`config.mk`:
```
export PLATFORM = sky130hd
export DESIGN_NAME = spi_frame_tx_flat
export DESIGN_NICKNAME = d
export VERILOG_FILES = /design/src/rtl/spi_frame_tx_if.sv /design/src/rtl/spi_frame_tx.sv /design/src/flat_wrapper.sv
export SDC_FILE = /design/constraint.sdc
export NUM_CORES = 1
export LEC_CHECK = 0
export BUFFER_PORTS_ARGS = -buffer_cell sky130_fd_sc_hd__buf_2
export CAP_MARGIN = 10
export CORE_MARGIN = 3
export CORE_UTILIZATION = 60
export CTS_CLUSTER_DIAMETER = 120
export DETAILED_ROUTE_END_ITERATION = 16
export HOLD_SLACK_MARGIN = 0.1
export PLACE_DENSITY = 0.81
export SLEW_MARGIN = 10
export SYNTH_ARGS = -nofsm -noshare
export SYNTH_HDL_FRONTEND = slang
export SYNTH_SLANG_ARGS = --single-unit
```
`constraint.sdc`:
```
create_clock -name clk -period 4.1 [get_ports clk]
set_input_delay 0.82 -clock clk [delete_from_list [all_inputs] [get_ports clk]]
set_output_delay 0.82 -clock clk [all_outputs]
set_load 0.01 [all_outputs]
```
`src/rtl/spi_frame_tx_if.sv`:
```
// Bundle between the SPI command generator, the serializer and the ADC config port.
// slave  : serializer view (request in, SPI pins and status out).
// master : generator / ADC-side view, the mirror of slave.
// Build option: SPI_READBACK_EN adds rdata[15:0] and rvalid.
interface spi_frame_tx_if;
  logic        ctrlen;
  logic [3:0]  addr;
  logic [15:0] sdata;
  logic        spi_csn;
  logic        spi_sclk;
  logic        spi_mosi;
  logic        spi_miso;
  logic        busy;
  logic        done;
  logic        ovr;
`ifdef SPI_READBACK_EN
  logic [15:0] rdata;
  logic        rvalid;

  modport slave (
    input  ctrlen, addr, sdata, spi_miso,
    output spi_csn, spi_sclk, spi_mosi, busy, done, ovr, rdata, rvalid
  );
  modport master (
    output ctrlen, addr, sdata, spi_miso,
    input  spi_csn, spi_sclk, spi_mosi, busy, done, ovr, rdata, rvalid
  );
`else
  modport slave (
    input  ctrlen, addr, sdata, spi_miso,
    output spi_csn, spi_sclk, spi_mosi, busy, done, ovr
  );
  modport master (
    output ctrlen, addr, sdata, spi_miso,
    input  spi_csn, spi_sclk, spi_mosi, busy, done, ovr
  );
`endif
endinterface

```
`src/rtl/spi_frame_tx.sv`:
```
// SPI master serializer: one 24-bit write frame {0, 000, addr, sdata} per ctrlen
// rising edge, SPI mode 0, MSB first, with a one-entry pending buffer.
// Ports:
//   clk  - system clock, rising edge
//   rst  - synchronous active-high reset
//   bus  - spi_frame_tx_if.slave: ctrlen/addr/sdata request, spi_csn/spi_sclk/
//          spi_mosi/spi_miso pins, busy/done/ovr status (+ rdata/rvalid)
// Parameters: DIV (clk cycles per SCLK half, 1..255), GAP_HALVES (CS-high
// half-periods between frames, >= 1).
// Build option: SPI_READBACK_EN captures MISO for frame bits 15..0 into rdata.
module spi_frame_tx #(
  parameter int unsigned DIV        = 4,
  parameter int unsigned GAP_HALVES = 2
) (
  input logic           clk,
  input logic           rst,
  spi_frame_tx_if.slave bus
);

  typedef enum logic [2:0] {StIdle, StSetup, StShift, StHold, StGap} state_e;

  localparam logic [7:0] HalfLast = 8'(DIV - 1);
  localparam logic [4:0] GapLast  = 5'(GAP_HALVES - 1);
  localparam logic [4:0] LastBit  = 5'd23;

  state_e      state_q;
  logic        ctrlen_q;
  logic [7:0]  half_q;
  logic [4:0]  bit_q;   // bit index in SHIFT, half-period index in GAP
  logic [23:0] shift_q;
  logic        pend_valid_q;
  logic [3:0]  pend_addr_q;
  logic [15:0] pend_data_q;
  logic        csn_q, sclk_q, mosi_q, busy_q, done_q, ovr_q;
`ifdef SPI_READBACK_EN
  logic [15:0] rx_q;
  logic [15:0] rdata_q;
  logic        rvalid_q;
`endif

  logic        req;
  logic        half_last;
  logic        gap_end;
  logic        start;
  logic [23:0] start_word;

  always_comb begin
    req        = bus.ctrlen & ~ctrlen_q;
    half_last  = (half_q == HalfLast);
    gap_end    = (state_q == StGap) && half_last && (bit_q == GapLast);
    // A fresh request always wins the slot over an older pending entry.
    start      = (req | pend_valid_q) & ((state_q == StIdle) | gap_end);
    start_word = req ? {4'b0000, bus.addr, bus.sdata} : {4'b0000, pend_addr_q, pend_data_q};
  end

  always_ff @(posedge clk) begin
    if (rst) begin
      state_q      <= StIdle;
      ctrlen_q     <= 1'b1;  // a level already high at release is not a request
      half_q       <= '0;
      bit_q        <= '0;
      shift_q      <= '0;
      pend_valid_q <= 1'b0;
      pend_addr_q  <= '0;
      pend_data_q  <= '0;
      csn_q        <= 1'b1;
      sclk_q       <= 1'b0;
      mosi_q       <= 1'b0;
      busy_q       <= 1'b0;
      done_q       <= 1'b0;
      ovr_q        <= 1'b0;
`ifdef SPI_READBACK_EN
      rx_q         <= '0;
      rdata_q      <= '0;
      rvalid_q     <= 1'b0;
`endif
    end else begin
      ctrlen_q <= bus.ctrlen;
      done_q   <= 1'b0;
      ovr_q    <= 1'b0;
`ifdef SPI_READBACK_EN
      rvalid_q <= 1'b0;
`endif
      // Request that cannot start now is parked; last one wins.
      if (req && !start) begin
        pend_valid_q <= 1'b1;
        pend_addr_q  <= bus.addr;
        pend_data_q  <= bus.sdata;
        if (pend_valid_q) ovr_q <= 1'b1;
      end

      if (start) begin
        if (req && pend_valid_q) ovr_q <= 1'b1;
        pend_valid_q <= 1'b0;
        shift_q      <= start_word;
        mosi_q       <= start_word[23];
        csn_q        <= 1'b0;
        sclk_q       <= 1'b0;
        busy_q       <= 1'b1;
        half_q       <= '0;
        bit_q        <= '0;
        state_q      <= StSetup;
`ifdef SPI_READBACK_EN
        rx_q         <= '0;
`endif
      end else begin
        if (state_q != StIdle) half_q <= half_last ? 8'd0 : half_q + 8'd1;

        unique case (state_q)
          StIdle: begin
          end
          StSetup: begin
            if (half_last) begin
              sclk_q  <= 1'b1;
              state_q <= StShift;
            end
          end
          StShift: begin
            if (half_last) begin
              if (sclk_q) begin
                // Falling transition: present the next bit unless the last one is out.
                sclk_q <= 1'b0;
                if (bit_q != LastBit) begin
                  shift_q <= {shift_q[22:0], 1'b0};
                  mosi_q  <= shift_q[22];
                end
              end else if (bit_q == LastBit) begin
                state_q <= StHold;
              end else begin
                sclk_q <= 1'b1;
                bit_q  <= bit_q + 5'd1;
`ifdef SPI_READBACK_EN
                // Rising into frame bit bit_q+1; only bits 8..23 carry read data.
                if (bit_q >= 5'd7) rx_q <= {rx_q[14:0], bus.spi_miso};
`endif
              end
            end
          end
          StHold: begin
            if (half_last) begin
              csn_q   <= 1'b1;
              done_q  <= 1'b1;
              mosi_q  <= 1'b0;
              bit_q   <= '0;
              state_q <= StGap;
`ifdef SPI_READBACK_EN
              rdata_q  <= rx_q;
              rvalid_q <= 1'b1;
`endif
            end
          end
          StGap: begin
            if (half_last) begin
              if (bit_q == GapLast) begin
                state_q <= StIdle;
                busy_q  <= 1'b0;
                bit_q   <= '0;
              end else begin
                bit_q <= bit_q + 5'd1;
              end
            end
          end
          default: state_q <= StIdle;
        endcase
      end
    end
  end

  assign bus.spi_csn  = csn_q;
  assign bus.spi_sclk = sclk_q;
  assign bus.spi_mosi = mosi_q;
  assign bus.busy     = busy_q;
  assign bus.done     = done_q;
  assign bus.ovr      = ovr_q;
`ifdef SPI_READBACK_EN
  assign bus.rdata    = rdata_q;
  assign bus.rvalid   = rvalid_q;
`endif

endmodule

```
`src/flat_wrapper.sv`:
```
// flat-port wrapper written by rule: the top's interface ports become plain ports
module spi_frame_tx_flat 
#(
  parameter int unsigned DIV        = 4,
  parameter int unsigned GAP_HALVES = 2
)
  (clk, rst, bus_ctrlen, bus_addr, bus_sdata, bus_spi_miso, bus_spi_csn, bus_spi_sclk, bus_spi_mosi, bus_busy, bus_done, bus_ovr);
  spi_frame_tx_if bus_i ();
  input logic clk;
  input logic rst;
  input wire logic [$bits(bus_i.ctrlen)-1:0] bus_ctrlen;
  input wire logic [$bits(bus_i.addr)-1:0] bus_addr;
  input wire logic [$bits(bus_i.sdata)-1:0] bus_sdata;
  input wire logic [$bits(bus_i.spi_miso)-1:0] bus_spi_miso;
  output wire logic [$bits(bus_i.spi_csn)-1:0] bus_spi_csn;
  output wire logic [$bits(bus_i.spi_sclk)-1:0] bus_spi_sclk;
  output wire logic [$bits(bus_i.spi_mosi)-1:0] bus_spi_mosi;
  output wire logic [$bits(bus_i.busy)-1:0] bus_busy;
  output wire logic [$bits(bus_i.done)-1:0] bus_done;
  output wire logic [$bits(bus_i.ovr)-1:0] bus_ovr;
  assign bus_i.ctrlen = bus_ctrlen;
  assign bus_i.addr = bus_addr;
  assign bus_i.sdata = bus_sdata;
  assign bus_i.spi_miso = bus_spi_miso;
  assign bus_spi_csn = bus_i.spi_csn;
  assign bus_spi_sclk = bus_i.spi_sclk;
  assign bus_spi_mosi = bus_i.spi_mosi;
  assign bus_busy = bus_i.busy;
  assign bus_done = bus_i.done;
  assign bus_ovr = bus_i.ovr;
  spi_frame_tx #(.DIV(DIV), .GAP_HALVES(GAP_HALVES)) u_core (.clk(clk), .rst(rst), .bus(bus_i));
endmodule
```
==> results.toml <==
[critical_path]
critPathMaxFanout = 22
cp_data_required_time_ps = 4340
critPathLaunchType = "register"
crit_buf_inv = 0
crit_slowest_cell = "and4_1"
cp-end-kind = "register"
crit_family = "simple AND/OR/NAND/NOR gates"
critPathKind = "register to register"
rr_startpoint = "u_core.half_q[0]$_SDFFE_PP0P_"
path_depth = 6
arrival_ps = 2810
crit_chain = "ha_1 > nor4b_4 > and2_1 > and4_1 > nand2_1 > a311oi_1"
r2r_slack_ps = 1530
r2r_cells = 6
setup.worst_path.end = "u_core.shift_q[13]$_SDFFE_PP0P_"
startpoint = "u_core.half_q[0]$_SDFFE_PP0P_"
r2r-end = "u_core.shift_q[13]$_SDFFE_PP0P_"
max_stage_delay_ps = 760

[synth]
synthFlopType = "dfxtp_1"
synth-edff-count = 0
synth_cells = 360
postSynth.asyncResetShare_pct = 0
syn_nets = 387
synth_area_sq_um = 3050
syn_area_per_cell_sq_um = 8.47
synth_seq_cells = 67
synth_cell_types = 46
synth_warnings = 0
yosysSeqAreaShare_pct = 44.0

[timing]
hold_viol_final = 0
clock.fmax_mhz = 390
setup_viol = 0
relSlewSlack_pct = 38.1
rsz0062_at_grt = "no"
fin_crit_sh_pct = 62.6
tightest_slew_ps = 929
finalMaxSlewViolations = 0
fin_crit_ps = 2570
skew_ps = 9.13
whs_ps = 450
setup_tns_ps = 0

[floorplan]
io_pins = 30
dieArea_sq_um = 5970
start_util_pct = 63.3
core_sq_um = 4820
die_h_um = 77.3
fp.dieW_um = 77.3
rows = 25

[pwr]
leakage_nw = 1.20
peakVddDrop_mv = 0.258
power_density_nw_per_um2 = 407

[clocking]
cts_sinks = 67
htree_levels = 3
ctsHoldBuffers = 0
ctsResizeCount = 0
clk_latency_ps = 330
numCtsBuffers = 9
cts_setup_buffers = 0
clk_pin_slew_ps = 80
cts.path.max_buffers = 2
cts_tree = "yes"
cts-root-buf = "clkbuf_8"

[detailed_routing]
num_vias = 2580
drcViolationCount = 0
wirelength_um = 6110
wl_per_cell_um = 13.5
drt-vias-per-instance = 5.71
drtAntennaViolNets = 0
firstDrtPassIters = 4
first_iter_violations = 177

[cells_and_area]
area_growth_pct = 12.9
drive_gt1_share_pct = 18.7
final_nets = 407
postLayoutCoreUtil_pct = 71.5
num_antenna_cells = 0
final_cell_mix = "67 x nand2_1, 67 x dfxtp_1, 45 x a21oi_1, 28 x buf_2, 19 x nand3_1"

[place]
port-buffer-count = 28
gp_congestion = 0.869
dp_hpwl_um = 3910

[global_routing]
grt_pass1_wl_um = 10800
grtUsageTotal_pct = 22.2
grt_max_degree = 46
antenna_found_initial = 0
grt_pass1_vias = 2422
gr-total-overflow = 0

[status]
status = "completed"

[run]
cap_viol_max_count = 0

[min_path]
min_from = "u_core.pend_addr_q[1]$_SDFFE_PP0P_"
hp-class = "register to register"
## kinds of logic (layout without fill, tap and decap cells)
logic type               after synthesis  in the layout  share of synthesized area, %
AO/OA/AOI/OAI                         91             91                          18.8
XOR/XNOR                               8              8                          2.30
adder cells (fa/ha/maj)                3              3                          1.23
buffers and inverters                 31             56                          4.80
flip-flops                            67             67                          44.0
multiplexers                          15             15                          5.46
AND/OR/NAND/NOR                      145            145                          23.4
## sequential cells by signal, indices dropped and copies added (netlist names)
name                 cells
u_core.bus.ovr           1
u_core.ctrlen_q          1
u_core.bus.spi_mosi      1
u_core.pend_data_q      16
u_core.bit_q             5
u_core.shift_q          23
u_core.bus.spi_sclk      1
u_core.bus.busy          1
u_core.pend_addr_q       4
u_core.pend_valid_q      1
u_core.bus.done          1
u_core.state_q           3
u_core.half_q            8
u_core.bus.spi_csn       1
## routing by layer
layer | GRT usage (%) | share of wire [%] | routed length [um] | vias to the layer above
met5 | 0 | 0 | 0 | -
met3 | 3.99 | 4.3 | 262 | 8
met2 | 35.6 | 46 | 2840 | 53
li1 | - | - | - | 1309
met4 | 9.61 | 1.5 | 91 | 0
met1 | 29.4 | 48 | 2920 | 1210
## per-stage QoR
step / instances / total power [mW] / worst slack (ps) / cell area (sq um)
after floorplan: 360 / 0.734 / 1990 / 3050
after global placement: 436 / 0.759 / 1430 / 3200
after detailed placement: 436 / 0.760 / 1400 / 3200
after CTS: 452 / 1.41 / 1540 / 3440
after global routing: 452 / 1.45 / 1230 / 3440
final: 452 / 1.40 / 1530 / 3440
## worst register-to-register path: cells and delay by family, from the launching register on
family	cells	cell delay, ps
flip-flops	1	380
AO/OA/AOI/OAI	1	290
adder cells (fa/ha/maj)	1	210
AND/OR/NAND/NOR	4	1590
## area by class of cell
cell class	count	area [sq um]
repair buffers	34	185
flip-flops and latches	67	1340
well taps	67	83.8
multi-input cells	262	1570
fillers	400	1370
inverters	6	22.5
clock buffers	10	128
clock inverters	6	114
## synthesized netlist by cell type, drive strengths merged, types with 4 or more instances
cell,count,share of area (%)
o21ai,9,1.5
buf,12,2.5
nand3,19,3.1
or2,4,0.82
a21oi,45,7.4
a22oi,12,3.0
clkbuf,13,1.6
nand2,67,8.2
nor2,18,2.2
a311oi,7,2.0
xnor2,4,1.1
nor2b,11,2.3
a211oi,7,1.7
mux2,13,4.8
xor2,4,1.1
dfxtp,67,44
inv,6,0.74
## how the worst min path moves through the flow
stage	slack (ps)	to	depth (start not counted)
final	450	u_core.pend_addr_q[1]$_SDFFE_PP0P_	2
after global routing	470	u_core.pend_data_q[3]$_SDFFE_PP0P_	2
after CTS	450	u_core.pend_addr_q[1]$_SDFFE_PP0P_	2
after detailed placement	440	u_core.pend_addr_q[1]$_SDFFE_PP0P_	2
after global placement	440	u_core.shift_q[22]$_SDFFE_PP0P_	2
after floorplan	430	u_core.pend_addr_q[1]$_SDFFE_PP0P_	2
## power by group
group,internal (mW),switching [mW]
sequential,0.662,0.00709
combinational,0.0303,0.0466
clock,0.405,0.249
total,1.10,0.303
No activity file was read; power rests on OpenSTA's default activity.
